==> src/rtl/io_arbiter_if.sv <==
// io_arbiter_if: device request/load and memory port bundle shared by io_arbiter and its users
interface io_arbiter_if #(parameter int NDEV = 2, parameter int AW = 12, parameter int DW = 30);
  logic [NDEV-1:0] dev_request;
  logic [NDEV*AW-1:0] dev_address;
  logic [NDEV-1:0] dev_write;
  logic [NDEV*DW-1:0] dev_wdata;
  logic [NDEV-1:0] dev_load;
  logic [DW-1:0] dev_data;
  logic [AW-1:0] mem_address;
  logic mem_en;
  logic mem_we;
  logic [DW-1:0] mem_wdata;
  logic [DW-1:0] mem_rdata;
  logic cpu_hold;
  logic busy;
  modport master (
    input dev_request, dev_address, dev_write, dev_wdata, mem_rdata, cpu_hold,
    output dev_load, dev_data, mem_address, mem_en, mem_we, mem_wdata, busy
  );
  modport slave (
    output dev_request, dev_address, dev_write, dev_wdata, mem_rdata, cpu_hold,
    input dev_load, dev_data, mem_address, mem_en, mem_we, mem_wdata, busy
  );
endinterface

==> src/rtl/io_arbiter.sv <==
// io_arbiter: round-robin sharing of one synchronous memory port among NDEV devices, with CPU hold
module io_arbiter #(
  parameter int NDEV = 2,
  parameter int AW = 12,
  parameter int DW = 30
) (
  input logic clk,
  input logic reset,
  io_arbiter_if.master bus
);
  localparam int LW = $clog2(NDEV);
  typedef enum logic [1:0] {IDLE, ISSUE, WAIT} state_t;
  state_t st_q, st_d;
  logic [NDEV-1:0] pend_q, pend_d, load_q, load_d, we_q, we_d, cand;
  logic [NDEV-1:0][AW-1:0] addr_q, addr_d, ain;
  logic [NDEV-1:0][DW-1:0] wd_q, wd_d, win;
  logic [LW-1:0] last_q, last_d, w;
  logic found, grant;
  logic [AW-1:0] maddr_q, maddr_d;
  logic men_q, men_d, mwe_q, mwe_d, busy_q, busy_d;
  logic [DW-1:0] mwd_q, mwd_d, data_q, data_d;
  assign ain = bus.dev_address;
  assign win = bus.dev_wdata;
  always_comb begin
    cand = pend_q | bus.dev_request;
    found = 1'b0;
    w = last_q;
    for (int k = NDEV; k >= 1; k--) begin
      if (cand[(int'(last_q) + k) % NDEV]) begin
        found = 1'b1;
        w = LW'((int'(last_q) + k) % NDEV);
      end
    end
    grant = found && !bus.cpu_hold && st_q != ISSUE;
    st_d = st_q == ISSUE ? WAIT : grant ? ISSUE : IDLE;
    pend_d = cand & ~(grant ? NDEV'(1) << w : '0);
    for (int i = 0; i < NDEV; i++) begin
      addr_d[i] = bus.dev_request[i] && !pend_q[i] ? ain[i] : addr_q[i];
      we_d[i] = bus.dev_request[i] && !pend_q[i] ? bus.dev_write[i] : we_q[i];
      wd_d[i] = bus.dev_request[i] && !pend_q[i] ? win[i] : wd_q[i];
    end
    last_d = grant ? w : last_q;
    men_d = grant;
    maddr_d = grant ? (pend_q[w] ? addr_q[w] : ain[w]) : maddr_q;
    mwe_d = grant ? (pend_q[w] ? we_q[w] : bus.dev_write[w]) : mwe_q;
    mwd_d = grant ? (pend_q[w] ? wd_q[w] : win[w]) : mwd_q;
    load_d = st_q == WAIT ? NDEV'(1) << last_q : '0;
    data_d = st_q == WAIT && !mwe_q ? bus.mem_rdata : data_q;
    busy_d = st_d != IDLE;
  end
  always_ff @(posedge clk) begin
    if (!reset) begin
      st_q <= IDLE;
      pend_q <= '0;
      addr_q <= '0;
      we_q <= '0;
      wd_q <= '0;
      last_q <= LW'(NDEV - 1);
      men_q <= 1'b0;
      maddr_q <= '0;
      mwe_q <= 1'b0;
      mwd_q <= '0;
      load_q <= '0;
      data_q <= '0;
      busy_q <= 1'b0;
    end else begin
      st_q <= st_d;
      pend_q <= pend_d;
      addr_q <= addr_d;
      we_q <= we_d;
      wd_q <= wd_d;
      last_q <= last_d;
      men_q <= men_d;
      maddr_q <= maddr_d;
      mwe_q <= mwe_d;
      mwd_q <= mwd_d;
      load_q <= load_d;
      data_q <= data_d;
      busy_q <= busy_d;
    end
  end
  assign bus.mem_en = men_q;
  assign bus.mem_address = maddr_q;
  assign bus.mem_we = mwe_q;
  assign bus.mem_wdata = mwd_q;
  assign bus.dev_load = load_q;
  assign bus.dev_data = data_q;
  assign bus.busy = busy_q;
endmodule

==> src/flat_wrapper.sv <==
// flat-port wrapper written by rule: the top's interface ports become plain ports
module io_arbiter_flat 
#(
  parameter int NDEV = 2,
  parameter int AW = 12,
  parameter int DW = 30
)
  (clk, reset, bus_dev_request, bus_dev_address, bus_dev_write, bus_dev_wdata, bus_mem_rdata, bus_cpu_hold, bus_dev_load, bus_dev_data, bus_mem_address, bus_mem_en, bus_mem_we, bus_mem_wdata, bus_busy);
  io_arbiter_if #(.NDEV(NDEV), .AW(AW), .DW(DW)) bus_i ();
  input logic clk;
  input logic reset;
  input wire logic [$bits(bus_i.dev_request)-1:0] bus_dev_request;
  input wire logic [$bits(bus_i.dev_address)-1:0] bus_dev_address;
  input wire logic [$bits(bus_i.dev_write)-1:0] bus_dev_write;
  input wire logic [$bits(bus_i.dev_wdata)-1:0] bus_dev_wdata;
  input wire logic [$bits(bus_i.mem_rdata)-1:0] bus_mem_rdata;
  input wire logic [$bits(bus_i.cpu_hold)-1:0] bus_cpu_hold;
  output wire logic [$bits(bus_i.dev_load)-1:0] bus_dev_load;
  output wire logic [$bits(bus_i.dev_data)-1:0] bus_dev_data;
  output wire logic [$bits(bus_i.mem_address)-1:0] bus_mem_address;
  output wire logic [$bits(bus_i.mem_en)-1:0] bus_mem_en;
  output wire logic [$bits(bus_i.mem_we)-1:0] bus_mem_we;
  output wire logic [$bits(bus_i.mem_wdata)-1:0] bus_mem_wdata;
  output wire logic [$bits(bus_i.busy)-1:0] bus_busy;
  assign bus_i.dev_request = bus_dev_request;
  assign bus_i.dev_address = bus_dev_address;
  assign bus_i.dev_write = bus_dev_write;
  assign bus_i.dev_wdata = bus_dev_wdata;
  assign bus_i.mem_rdata = bus_mem_rdata;
  assign bus_i.cpu_hold = bus_cpu_hold;
  assign bus_dev_load = bus_i.dev_load;
  assign bus_dev_data = bus_i.dev_data;
  assign bus_mem_address = bus_i.mem_address;
  assign bus_mem_en = bus_i.mem_en;
  assign bus_mem_we = bus_i.mem_we;
  assign bus_mem_wdata = bus_i.mem_wdata;
  assign bus_busy = bus_i.busy;
  io_arbiter #(.NDEV(NDEV), .AW(AW), .DW(DW)) u_core (.clk(clk), .reset(reset), .bus(bus_i));
endmodule
==> config.mk <==
export PLATFORM = sky130hd
export DESIGN_NAME = io_arbiter_flat
export DESIGN_NICKNAME = d
export VERILOG_FILES = /design/src/rtl/io_arbiter_if.sv /design/src/rtl/io_arbiter.sv /design/src/flat_wrapper.sv
export SDC_FILE = /design/constraint.sdc
export NUM_CORES = 1
export LEC_CHECK = 0
export BUFFER_PORTS_ARGS = -buffer_cell sky130_fd_sc_hd__buf_2
export CAP_MARGIN = 20
export CELL_PAD_IN_SITES_DETAIL_PLACEMENT = 1
export CELL_PAD_IN_SITES_GLOBAL_PLACEMENT = 1
export CORE_MARGIN = 4
export CORE_UTILIZATION = 34
export DETAILED_ROUTE_END_ITERATION = 12
export GPL_TIMING_DRIVEN = 0
export HOLD_SLACK_MARGIN = 0.02
export PLACE_DENSITY = 0.78
export SLEW_MARGIN = 10
export SYNTH_ARGS = -nofsm -noshare
export SYNTH_HDL_FRONTEND = slang
export SYNTH_SLANG_ARGS = --single-unit
==> constraint.sdc <==
create_clock -name clk -period 1.46 [get_ports clk]
set_input_delay 0.146 -clock clk [delete_from_list [all_inputs] [get_ports clk]]
set_output_delay 0.146 -clock clk [all_outputs]
set_load 0.05 [all_outputs]
==> out/results.txt <==
Status -> finished with violations
Failing checks -> negative setup slack
Detailed Route WL -> 31.6 mm
Setup WS pre-CTS -> -0.387 ns
WL per Instance -> 20.2 um
Die span in y -> 153 um
Post-synth EDFFs -> 0
Synth Area in Simple Gates -> 23.2%
Total Routing Usage GR -> 24.2%
H-tree Lvls -> 4
Worst hold margin -> 0.143 ns
Crit path launch type -> flip-flop
Share of cells above drive strength 1 -> 33.1%
Post-synth cell types -> 29
CTS tree -> built
CTS Sinks -> 168
Net Count, Synth -> 1043
Starting Density -> 35.0%
Final min period -> 1.65 ns
Clock root buffer -> clkbuf_16
Critical path's top delay family -> simple AND/OR/NAND/NOR gates
Final nets -> 1397
Clock tree buffer depth -> 2
Worst min path class -> input port to flip-flop
Async set-reset flop share out of synthesis -> 0%
Syn Area/Cell -> 7.78 um2
Crit-path cells -> nor2b_4 > nor3b_4 > o211ai_4 > buf_12 > buf_12 > a21oi_2 > a211o_1
Vias in the first global route -> 8557
Die ar. -> 23500 um2
CP bufs+invs -> 2
Largest net degree at the start of global routing -> 17
FF+latch count, synth -> 168
Power Density -> 1110 nW/um2
Clock Latency Late Sink -> 0.44 ns
Arrival time at the worst endpoint -> 2.02 ns
Clock transition at path regs -> 0.06 ns
DP HPWL -> 17.7 mm
Post-Synth Adder-Cell Area -> 0%
Tot Pwr -> 12.6 mW
Die Wd -> 153 um
Dominant synthesized flop cell -> dfxtp_1
Core area -> 20500 um2
DRC -> 0
# IOs -> 198
Crit path kind -> flip-flop to flip-flop
Post-Syn Area -> 7180 um2
Peak VDD IR -> 745 uV
Crit. End Element -> flip-flop
Main combinational cell family by area after synthesis -> compound AO/OA/AOI/OAI gates
Compound-Gate Fraction of Synth Area -> 24.9%
Sequential fraction of the synthesis area -> 46.9%
Initial antenna violation count -> 3
Avg Vias per Cell -> 5.14
Slew @ Worst Pin -> 0.541 ns
Commonest non-fill, non-tap cell in the layout -> nand2_1
MaxCap Viol Count -> 0
Port buffer count -> 196
Vias -> 8027
Global-route wire length before repair -> 45.6 mm
Crit-path most repeated cell -> buf_12
Final WS setup -> -0.192 ns
Fillers -> 2427
Gpl congestion -> 0.768
Worst slew margin -> 64.0%
FP Rows -> 52
Slowest cell on the critical path -> dfxtp_4
Crit Path Max Fanout -> 7
Fin. Hold Viols -> 0
Post-route ant nets -> 0
Tcrit/Tclk final -> 113%
F_max -> 0.605 GHz
Most area-consuming cells after synthesis -> dfxtp_1, nand2_1, a21boi_0
Setup violators final -> 44
Crit-path max cell delay -> 0.37 ns
Critical Path RT -> 1.83 ns
RSZ-0062 raised after global routing -> true
Most frequent cells in the layout -> nand2_1, buf_2, dfxtp_1
DR iter-0 viols -> 382
Fin. max-slew vios -> 0
Inserted Clock Buffers -> 17
Post-Synth XOR/XNOR Area -> 0%
Post-synth top area share -> 46.9%
Syn. warnings -> 0
Grt ovf -> 0
Layout Area Growth over Synthesis -> 58.5%
Fraction of synthesized area in multiplexers -> 0%
Synth Instances -> 922
Drt first pass iters -> 4
Post-synth top area cell -> dfxtp_1
Leak Pwr -> 5.11 nW
Setup Skew -> 0.00888 ns
==> path summary, 6_finish.rpt <==
check	start	to	slack (ns)	depth (start not counted)
max	u_core.st_q[0]	u_core.bus.mem_wdata[10]	-0.19	7
min	bus_cpu_hold	u_core.pend_q[1]	0.14	3
max reg2reg	u_core.st_q[0]	u_core.bus.mem_wdata[10]	-0.19	7
min reg2reg	u_core.bus.dev_data[13]	u_core.bus.dev_data[13]	0.46	2
==> tightest hold or removal path: cells and delay by family <==
| kind | cells | cell delay (ns) |
|---|---|---|
| compound gates | 1 | 0.14 |
| simple gates | 1 | 0.09 |
| buf+inv | 1 | 0.16 |
==> what timing repair did <==
item | CTS | global route
setup buffers | 13 | 5
endpoints found under the setup margin | 153 | 135
hold buffers | 116 | 0
endpoints found under the hold margin | 116 | 0
resized for setup | 92 | 140
gates cloned | 2 | 7
pin swaps | 9 | 12
==> power by group <==
part           total [mW]  leakage [nW]  internal (mW)  switching (mW)
registers            5.07          1.38           4.88           0.195
logic                2.89          3.45           1.12            1.77
clock network        4.63         0.286           2.59            2.04
==> layer usage <==
metal  routed length, um  part of all wire (%)  up-vias  track usage, %
li1                    -                     -     3773               -
met1               13000                    41     3957            29.0
met2               16400                    52      215            43.6
met3                1100                   3.5       82            3.85
met4                1060                   3.4        0            9.12
met5                   0                     0        -               0
==> stage by stage <==
step / instances / TNS (ns) / util, % / area (um2)
3_5_place_dp: 1388 / -34.13 / 41.5 / 8510
5_1_grt: 1562 / -7.68 / 55.5 / 11400
3_3_place_gp: 1388 / -28.53 / 41.5 / 8510
6_report: 1563 / -5.34 / 55.5 / 11400
2_1_floorplan: 922 / 0 / - / 7190
4_1_cts: 1548 / -4.41 / 52.2 / 10700
==> registers in the layout, indices dropped and copies added (netlist names), 2 cells and up <==
name	cells
u_core.addr_q	24
u_core.bus.dev_data	30
u_core.bus.dev_load	2
u_core.bus.mem_address	12
u_core.bus.mem_wdata	30
u_core.pend_q	2
u_core.st_q	2
u_core.wd_q	60
u_core.we_q	2
==> cells by family after synthesis <==
kind of cell,after synthesis
AOI/OAI and AO/OA,257
buffers and inverters,71
DFF,168
and+or+nand+nor,426
==> synthesized netlist by cell type, types with 2 or more instances <==
master	n
clkbuf_1	38
dfxtp_1	168
nor2_1	3
a21oi_1	87
o21ai_0	3
nand2_1	405
and3_1	3
buf_6	6
nand2b_1	4
a211o_1	43
buf_4	5
a21boi_2	2
buf_2	22
nor2b_1	3
a21boi_0	116
==> cell type report <==
cell class | instances | area, um2 | share of cell area (%)
Buffer | 67 | 537 | 4.72
Tap cell | 270 | 338 | 2.97
Antenna cell | 4 | 10.0 | 0.0880
Clock inverter | 9 | 90.1 | 0.792
Clock buffer | 23 | 498 | 4.38
Sequential cell | 168 | 3380 | 29.7
Multi-Input combinational cell | 683 | 3960 | 34.8
Timing Repair Buffer | 339 | 2570 | 22.6
Note: power is estimated with default switching activity, not from simulation.
